## config.mk

```make
export PLATFORM = sky130hd
export DESIGN_NAME = counter_stimulus_sequencer_flat
export DESIGN_NICKNAME = d
export VERILOG_FILES = /design/src/rtl/counter_stimulus_sequencer_if.sv /design/src/rtl/counter_stimulus_sequencer.sv /design/src/flat_wrapper.sv
export SDC_FILE = /design/constraint.sdc
export NUM_CORES = 1
export LEC_CHECK = 0
export CORE_MARGIN = 2
export CORE_UTILIZATION = 44
export CTS_CLUSTER_SIZE = 40
export DETAILED_ROUTE_END_ITERATION = 7
export SYNTH_ARGS = -nofsm -noshare
export SYNTH_HDL_FRONTEND = slang
export SYNTH_SLANG_ARGS = --single-unit
export TNS_END_PERCENT = 5
```

## constraint.sdc

```tcl
create_clock -name clock -period 4.8 [get_ports clock]
set_input_delay 0.48 -clock clock [delete_from_list [all_inputs] [get_ports clock]]
set_output_delay 0.48 -clock clock [all_outputs]
set_load 0.01 [all_outputs]
```

## src/rtl/counter_stimulus_sequencer_if.sv

```systemverilog
// Host/counter bus of the counter stimulus sequencer: script programming, run control,
// counter controls and checker status.
interface counter_stimulus_sequencer_if #(
  parameter int unsigned N       = 32,
  parameter int unsigned STEPS   = 16,
  parameter int unsigned DWELL_W = 8
);
  localparam int unsigned AW = (STEPS > 1) ? $clog2(STEPS) : 1;

  logic               prog_we;
  logic [AW-1:0]      prog_addr;
  logic [3:0]         prog_ctrl;
  logic [N-1:0]       prog_value;
  logic [DWELL_W-1:0] prog_dwell;
  logic               start;
  logic [N-1:0]       counterN;
  logic               cnt_reset;
  logic               cnt_load;
  logic               cnt_enable;
  logic               cnt_dec;
  logic [N-1:0]       cnt_load_value;
  logic               busy;
  logic               done;
  logic               error;
  logic [AW-1:0]      err_step;
  logic [N-1:0]       expected;

  modport master (
    output prog_we, prog_addr, prog_ctrl, prog_value, prog_dwell, start, counterN,
    input  cnt_reset, cnt_load, cnt_enable, cnt_dec, cnt_load_value,
    input  busy, done, error, err_step, expected
  );

  modport slave (
    input  prog_we, prog_addr, prog_ctrl, prog_value, prog_dwell, start, counterN,
    output cnt_reset, cnt_load, cnt_enable, cnt_dec, cnt_load_value,
    output busy, done, error, err_step, expected
  );
endinterface

```

## src/rtl/counter_stimulus_sequencer.sv

```systemverilog
// Replays a programmed script of counter control steps; with SEQ_CHECK_EN defined it also
// runs a reference model of the counter and latches the first mismatch.
module counter_stimulus_sequencer #(
  parameter int unsigned N       = 32,
  parameter int unsigned STEPS   = 16,
  parameter int unsigned DWELL_W = 8
) (
  input logic                    clock,
  input logic                    reset,
  counter_stimulus_sequencer_if.slave bus
);
  localparam int unsigned AW = (STEPS > 1) ? $clog2(STEPS) : 1;
  localparam int unsigned CW = 4;
  localparam logic [AW-1:0] LAST_STEP = AW'(STEPS - 1);

  localparam logic [1:0] S_IDLE  = 2'd0;
  localparam logic [1:0] S_FETCH = 2'd1;
  localparam logic [1:0] S_APPLY = 2'd2;
  localparam logic [1:0] S_DONE  = 2'd3;

  // Control word bit positions: {rst, load, en, dec}
  localparam int unsigned C_RST  = 3;
  localparam int unsigned C_LOAD = 2;
  localparam int unsigned C_EN   = 1;
  localparam int unsigned C_DEC  = 0;

  logic [CW-1:0]      scr_ctrl  [STEPS];
  logic [N-1:0]       scr_value [STEPS];
  logic [DWELL_W-1:0] scr_dwell [STEPS];

  logic [1:0]         state_q, state_d;
  logic [AW-1:0]      idx_q, idx_d;
  logic [DWELL_W-1:0] dwell_q, dwell_d;
  logic [CW-1:0]      ctrl_q, ctrl_d;
  logic [N-1:0]       value_q, value_d;
  logic               busy_q, busy_d;
  logic               done_q, done_d;
  logic               run_start_c;

  // Script storage survives reset; writes are locked out while a run is in progress.
  always_ff @(posedge clock) begin
    if (bus.prog_we && !busy_q) begin
      scr_ctrl[bus.prog_addr]  <= bus.prog_ctrl;
      scr_value[bus.prog_addr] <= bus.prog_value;
      scr_dwell[bus.prog_addr] <= bus.prog_dwell;
    end
  end

  always_comb begin
    state_d     = state_q;
    idx_d       = idx_q;
    dwell_d     = dwell_q;
    ctrl_d      = ctrl_q;
    value_d     = value_q;
    busy_d      = busy_q;
    done_d      = done_q;
    run_start_c = 1'b0;
    unique case (state_q)
      S_IDLE, S_DONE: begin
        // busy stays up for the first DONE cycle so the last step's effect is still compared
        if (busy_q) begin
          busy_d = 1'b0;
          done_d = 1'b1;
        end else if (bus.start) begin
          state_d     = S_FETCH;
          idx_d       = '0;
          busy_d      = 1'b1;
          done_d      = 1'b0;
          run_start_c = 1'b1;
        end
      end
      S_FETCH: begin
        if (scr_dwell[idx_q] == '0) begin
          state_d = S_DONE;
        end else begin
          dwell_d = scr_dwell[idx_q];
          ctrl_d  = scr_ctrl[idx_q];
          value_d = scr_value[idx_q];
          state_d = S_APPLY;
        end
      end
      S_APPLY: begin
        if (dwell_q == DWELL_W'(1)) begin
          ctrl_d  = '0;
          value_d = '0;
          idx_d   = idx_q + AW'(1);
          state_d = (idx_q == LAST_STEP) ? S_DONE : S_FETCH;
        end else begin
          dwell_d = dwell_q - DWELL_W'(1);
        end
      end
      default: state_d = S_IDLE;
    endcase
  end

  always_ff @(posedge clock or posedge reset) begin
    if (reset) begin
      state_q <= S_IDLE;
      idx_q   <= '0;
      dwell_q <= '0;
      ctrl_q  <= '0;
      value_q <= '0;
      busy_q  <= 1'b0;
      done_q  <= 1'b0;
    end else begin
      state_q <= state_d;
      idx_q   <= idx_d;
      dwell_q <= dwell_d;
      ctrl_q  <= ctrl_d;
      value_q <= value_d;
      busy_q  <= busy_d;
      done_q  <= done_d;
    end
  end

  assign bus.cnt_reset      = ctrl_q[C_RST];
  assign bus.cnt_load       = ctrl_q[C_LOAD];
  assign bus.cnt_enable     = ctrl_q[C_EN];
  assign bus.cnt_dec        = ctrl_q[C_DEC];
  assign bus.cnt_load_value = value_q;
  assign bus.busy           = busy_q;
  assign bus.done           = done_q;

`ifdef SEQ_CHECK_EN
  logic [N-1:0]  model_q;
  logic          valid_q;
  logic          error_q;
  logic [AW-1:0] err_step_q;
  logic          mismatch_c;

  // The model tracks the counter through the same registered controls, so counterN
  // is compared against model_q one cycle after the controls that produced it.
  assign mismatch_c = busy_q && valid_q && (bus.counterN != model_q);

  always_ff @(posedge clock or posedge reset) begin
    if (reset) begin
      model_q    <= '0;
      valid_q    <= 1'b0;
      error_q    <= 1'b0;
      err_step_q <= '0;
    end else begin
      if (ctrl_q[C_RST])
        model_q <= '0;
      else if (ctrl_q[C_LOAD])
        model_q <= value_q;
      else if (ctrl_q[C_EN])
        model_q <= ctrl_q[C_DEC] ? (model_q - N'(1)) : (model_q + N'(1));

      if (run_start_c) begin
        valid_q    <= 1'b0;
        error_q    <= 1'b0;
        err_step_q <= '0;
      end else begin
        if (ctrl_q[C_RST] || ctrl_q[C_LOAD])
          valid_q <= 1'b1;
        if (mismatch_c && !error_q) begin
          error_q    <= 1'b1;
          err_step_q <= idx_q;
        end
      end
    end
  end

  assign bus.error    = error_q;
  assign bus.err_step = err_step_q;
  assign bus.expected = model_q;
`else
  logic unused_ok;
  assign unused_ok    = ^{bus.counterN, run_start_c};
  assign bus.error    = 1'b0;
  assign bus.err_step = '0;
  assign bus.expected = '0;
`endif
endmodule

```

## src/flat_wrapper.sv

```systemverilog
// flat-port wrapper written by rule: the top's interface ports become plain ports
module counter_stimulus_sequencer_flat 
#(
  parameter int unsigned N       = 32,
  parameter int unsigned STEPS   = 16,
  parameter int unsigned DWELL_W = 8
)
  (clock, reset, bus_prog_we, bus_prog_addr, bus_prog_ctrl, bus_prog_value, bus_prog_dwell, bus_start, bus_counterN, bus_cnt_reset, bus_cnt_load, bus_cnt_enable, bus_cnt_dec, bus_cnt_load_value, bus_busy, bus_done, bus_error, bus_err_step, bus_expected);
  counter_stimulus_sequencer_if #(.N(N), .STEPS(STEPS), .DWELL_W(DWELL_W)) bus_i ();
  input logic clock;
  input logic reset;
  input wire logic [$bits(bus_i.prog_we)-1:0] bus_prog_we;
  input wire logic [$bits(bus_i.prog_addr)-1:0] bus_prog_addr;
  input wire logic [$bits(bus_i.prog_ctrl)-1:0] bus_prog_ctrl;
  input wire logic [$bits(bus_i.prog_value)-1:0] bus_prog_value;
  input wire logic [$bits(bus_i.prog_dwell)-1:0] bus_prog_dwell;
  input wire logic [$bits(bus_i.start)-1:0] bus_start;
  input wire logic [$bits(bus_i.counterN)-1:0] bus_counterN;
  output wire logic [$bits(bus_i.cnt_reset)-1:0] bus_cnt_reset;
  output wire logic [$bits(bus_i.cnt_load)-1:0] bus_cnt_load;
  output wire logic [$bits(bus_i.cnt_enable)-1:0] bus_cnt_enable;
  output wire logic [$bits(bus_i.cnt_dec)-1:0] bus_cnt_dec;
  output wire logic [$bits(bus_i.cnt_load_value)-1:0] bus_cnt_load_value;
  output wire logic [$bits(bus_i.busy)-1:0] bus_busy;
  output wire logic [$bits(bus_i.done)-1:0] bus_done;
  output wire logic [$bits(bus_i.error)-1:0] bus_error;
  output wire logic [$bits(bus_i.err_step)-1:0] bus_err_step;
  output wire logic [$bits(bus_i.expected)-1:0] bus_expected;
  assign bus_i.prog_we = bus_prog_we;
  assign bus_i.prog_addr = bus_prog_addr;
  assign bus_i.prog_ctrl = bus_prog_ctrl;
  assign bus_i.prog_value = bus_prog_value;
  assign bus_i.prog_dwell = bus_prog_dwell;
  assign bus_i.start = bus_start;
  assign bus_i.counterN = bus_counterN;
  assign bus_cnt_reset = bus_i.cnt_reset;
  assign bus_cnt_load = bus_i.cnt_load;
  assign bus_cnt_enable = bus_i.cnt_enable;
  assign bus_cnt_dec = bus_i.cnt_dec;
  assign bus_cnt_load_value = bus_i.cnt_load_value;
  assign bus_busy = bus_i.busy;
  assign bus_done = bus_i.done;
  assign bus_error = bus_i.error;
  assign bus_err_step = bus_i.err_step;
  assign bus_expected = bus_i.expected;
  counter_stimulus_sequencer #(.N(N), .STEPS(STEPS), .DWELL_W(DWELL_W)) u_core (.clock(clock), .reset(reset), .bus(bus_i));
endmodule
```

==> results.txt <==
The sequential power share came out at 0.513. The initial core utilization came out at 0.446. The required time of the worst setup path is ~5.3 ns.

The number of failing hold endpoints at the final stage is 0. The number of gates resized after CTS came out at 0. The final wirelength is between 60,000 and 70,000 um. The part of the Yosys area used for sequential elements came out at 0.764.

The post-layout net count came out at ~1,500. The clock tree from TritonCTS is yes. The worst supply voltage drop on vdd is about 290 uV. The clock-pin slew on the worst setup and hold paths came out at roughly 0.060 ns. The leakage power figure is about 10 nW. The biggest area contributor in the post-synthesis netlist is sky130_fd_sc_hd__edfxtp_1. The number of enable-type register cells in the synthesized netlist is about 700. The top-level port count is 159. The count of buffers added on input and output ports is 89.

The total count of max-transition violations in the final report was 0. The run finished with clean final reports. The sequential cell area in the final layout is roughly 22,000 um^2. The CTS sink count came out at 756. The vertical extent of the die is ~260 um. Static timing analysis puts the maximum clock frequency at ~280 MHz. For the worst-skew pair, the clock arrives at the later sink with an insertion delay of approximately 0.61 ns. The post-layout utilization of the core is 0.511. Clock tree synthesis selected as its root buffer the cell sky130_fd_sc_hd__clkbuf_16. The global-route usage over all layers came out at 0.189. The initialized floorplan defines 94 standard-cell rows.

The number of maximum-capacitance violations is 0. The post-detailed-route wirelength per cell came out at 27.5 um. The power density over the cells is 448 nW/um^2. The worst min-delay path class is primary input to asynchronous set/reset pin.

The initial antenna violation count is 4. The synthesis warning total came out at 0. The final HPWL from detailed placement came out at roughly 33,000 um. The residual overflow from global routing came out at 0. The combinational cell fraction of total power is 0.115. The net switching component of the power is ~3.6 mW. Setup repair after global routing left no endpoint under its margin. The final critical-path share of the clock period is 0.747.

Buffers inserted to repair hold after CTS numbered 0. The layout-stage area growth over the synthesis result is 14.5%. The fill cell total of the finished layout is between 5,000 and 6,000. Setup violations remaining at the end of the flow were counted as 0. The primary flip-flop cell chosen by synthesis mapping is sky130_fd_sc_hd__edfxtp_1.

Measured against its own limit, the worst slew margin works out to 0.310. Buffers inserted during clock tree synthesis total 77. STA classifies the critical path startpoint as a flip-flop. The count of state elements after synthesis came out at ~760. Yosys mapped the design onto 58 distinct sky130hd cell types.

The count of nets left with antenna violations after detail routing came out at 0. The area of combinational cells with multiple inputs is 6510 um^2. At the end of routability-driven placement, the weighted congestion stood at 0.750. The internal power summed over all cells is between 10 and 15 mW.

The worst clock skew is between 0.02 and 0.03 ns. The placeable core area is about 66,000 um^2. The setup TNS came out at 0 ns. For this run, asynchronously set or reset flops after synthesis account for 0.0688. The share of total power dissipated in the clock network is 0.372.

The number of instances in the synthesized netlist came out at around 1,300. In this run the cell area of the synthesized design comes to about 29,000 um^2. The maximum root-to-sink buffer count is 3. The length of the first detailed-routing pass in iterations is 5. After synthesis, the mean cell area works out to ~23 um^2.

The top cell type's share of synthesized area came out at 0.720. The detail-routed via count per cell came out at 5.76. The number of global-route vias before repair came out at around 14,000. The DRC violation total after the first TritonRoute iteration came out at 1,135. Of the cells placed in the final design, the portion with a size suffix greater than 1 is 0.264. The clock period could shrink to 3.58 ns. The arrival time reported for the critical path endpoint came out at roughly 4.1 ns.

STA classifies the critical path endpoint as a flip-flop. The post-CTS setup repair buffer count is 0. The floorplan step set the die width to about 260 um. The global-route wire length before repair came out at 95,500 um. Counting instances in the post-synthesis netlist gives the leading cell types as sky130_fd_sc_hd__edfxtp_1, sky130_fd_sc_hd__mux4_2, sky130_fd_sc_hd__dfrtp_1. The count of vias placed by the detailed router is 13,546. The largest net degree at the start of global routing is 57. The category of the most critical setup path is flip-flop to flip-flop. The full die area is roughly 70,000 um^2.

The DRC violation count after routing is 0. At the pin with the least slew margin, the transition time is 1.03 ns. The clock tree synthesis step divided the H-tree into 3 levels. The largest driver fanout on the critical path is 55. In the post-synthesis netlist, the cell with the most instances is sky130_fd_sc_hd__edfxtp_1. By area the synthesized netlist is led by sky130_fd_sc_hd__edfxtp_1, sky130_fd_sc_hd__mux4_2, sky130_fd_sc_hd__dfrtp_1.

The fraction of power spent switching nets is 0.237.
-- power by group through the flow --
| stage | Combinational (mW) | Clock (mW) | Sequential [mW] |
|---|---|---|---|
| after detailed placement | 1.76 | 0 | 7.86 |
| after CTS | 1.76 | 5.74 | 7.73 |
| final | 1.73 | 5.60 | 7.73 |
| after floorplan | 0.894 | 0 | 7.87 |
| after global routing | 1.88 | 5.96 | 7.76 |
| after global placement | 1.72 | 0 | 7.86 |
-- sequential cells by signal, indices dropped and copies added (netlist names) --
name,flops
u_core.idx_q,4
u_core.bus.busy,1
u_core.scr_value,512
u_core.dwell_q,8
u_core.ctrl_q,4
u_core.state_q,2
u_core.bus.done,1
u_core.scr_ctrl,64
u_core.bus.cnt_load_value,32
u_core.scr_dwell,128
-- cells in the final DEF, fill, tap and decap left out, drive strengths merged, types with 3 or more instances in the layout --
master	netlist	routed
a21oi	4	4
a221oi	4	4
a22o	6	6
a2bb2oi	3	3
a32o	36	36
and2	3	3
buf	78	35
clkbuf	25	106
clkdlybuf4s50	0	89
clkinv	0	30
conb	1	37
dfrtp	52	52
edfxtp	704	704
ha	5	5
inv	10	12
mux2	17	17
mux2i	6	6
mux4	207	207
nand2	21	21
nand2b	4	4
nand3	9	9
nor2	27	27
nor2b	3	3
nor3	8	8
nor4	3	3
o21ai	16	16
o22ai	7	7
-- layer usage --
| metal | vias up | GRT usage | wire length (um) |
|---|---|---|---|
| li1 | 5705 | - | - |
| met2 | 364 | 0.311 | 32300 |
| met3 | 83 | 0.0300 | 3090 |
| met5 | - | 0 | 34 |
| met1 | 7388 | 0.265 | 28100 |
| met4 | 6 | 0.0507 | 1110 |
-- cell families after synthesis --
family | after synthesis | share of synthesized area
muxes | 230 | 0.168
DFF | 756 | 0.764
AOI/OAI and AO/OA | 96 | 0.0284
adders and majority gates | 5 | 0.00213
other | 1 | 0.000128
buffers and inverters | 113 | 0.0228
and+or+nand+nor | 87 | 0.0147
-- worst paths after layout --
| path | startpoint | to | slack (ns) | depth (start not counted) |
|---|---|---|---|---|
| setup reg to reg | u_core.idx_q[1] | u_core.bus.cnt_load_value[11] | 1.22 | 7 |
| setup / recovery | u_core.idx_q[1] | u_core.bus.cnt_load_value[11] | 1.22 | 7 |
| min in group clock | u_core.ctrl_q[1] | u_core.ctrl_q[1] | 0.49 | 1 |
| max in group asynchronous | reset | u_core.bus.cnt_load_value[12] | 3.45 | 3 |
| hold / removal | reset | u_core.dwell_q[2] | 0.38 | 2 |
| hold reg to reg | u_core.ctrl_q[1] | u_core.ctrl_q[1] | 0.49 | 1 |
-- stage by stage --
| step | total power, mW | hold slack (ns) | std cells | setup slack, ns | area (um^2) |
|---|---|---|---|---|---|
| 3_3_place_gp | 9.58 | 0.479 | 2209 | 1.19 | 31300 |
| 3_5_place_dp | 9.62 | 0.480 | 2209 | 1.20 | 31300 |
| 5_1_grt | 15.6 | 0.476 | 2351 | 0.971 | 33600 |
| 2_1_floorplan | 8.76 | 0.472 | 1324 | 0.319 | 29500 |
| 6_report | 15.1 | 0.383 | 2351 | 1.22 | 33600 |
| 4_1_cts | 15.2 | 0.396 | 2350 | 1.14 | 33600 |
-- worst max-delay path, stage by stage, from the launching register on --
cell	delay, ns
sky130_fd_sc_hd__dfrtp_4	1.03
sky130_fd_sc_hd__mux4_2	0.61
sky130_fd_sc_hd__mux2_2	0.34
sky130_fd_sc_hd__nor4_4	0.25
sky130_fd_sc_hd__a41oi_1	0.16
sky130_fd_sc_hd__o21ai_4	0.22
sky130_fd_sc_hd__buf_4	0.57
sky130_fd_sc_hd__a32o_1	0.21
-- area by class of cell --
| cell class | count | area share |
|---|---|---|
| inverters | 10 | 0.00115 |
| flip-flops and latches | 756 | 0.668 |
| diodes | 1 | 0.0000744 |
| repair buffers | 124 | 0.0350 |
| multi-input cells | 455 | 0.194 |
| well taps | 864 | 0.0321 |
| clock buffers | 106 | 0.0643 |
| clock inverters | 35 | 0.00618 |
No activity file was read; power rests on OpenSTA's default activity.
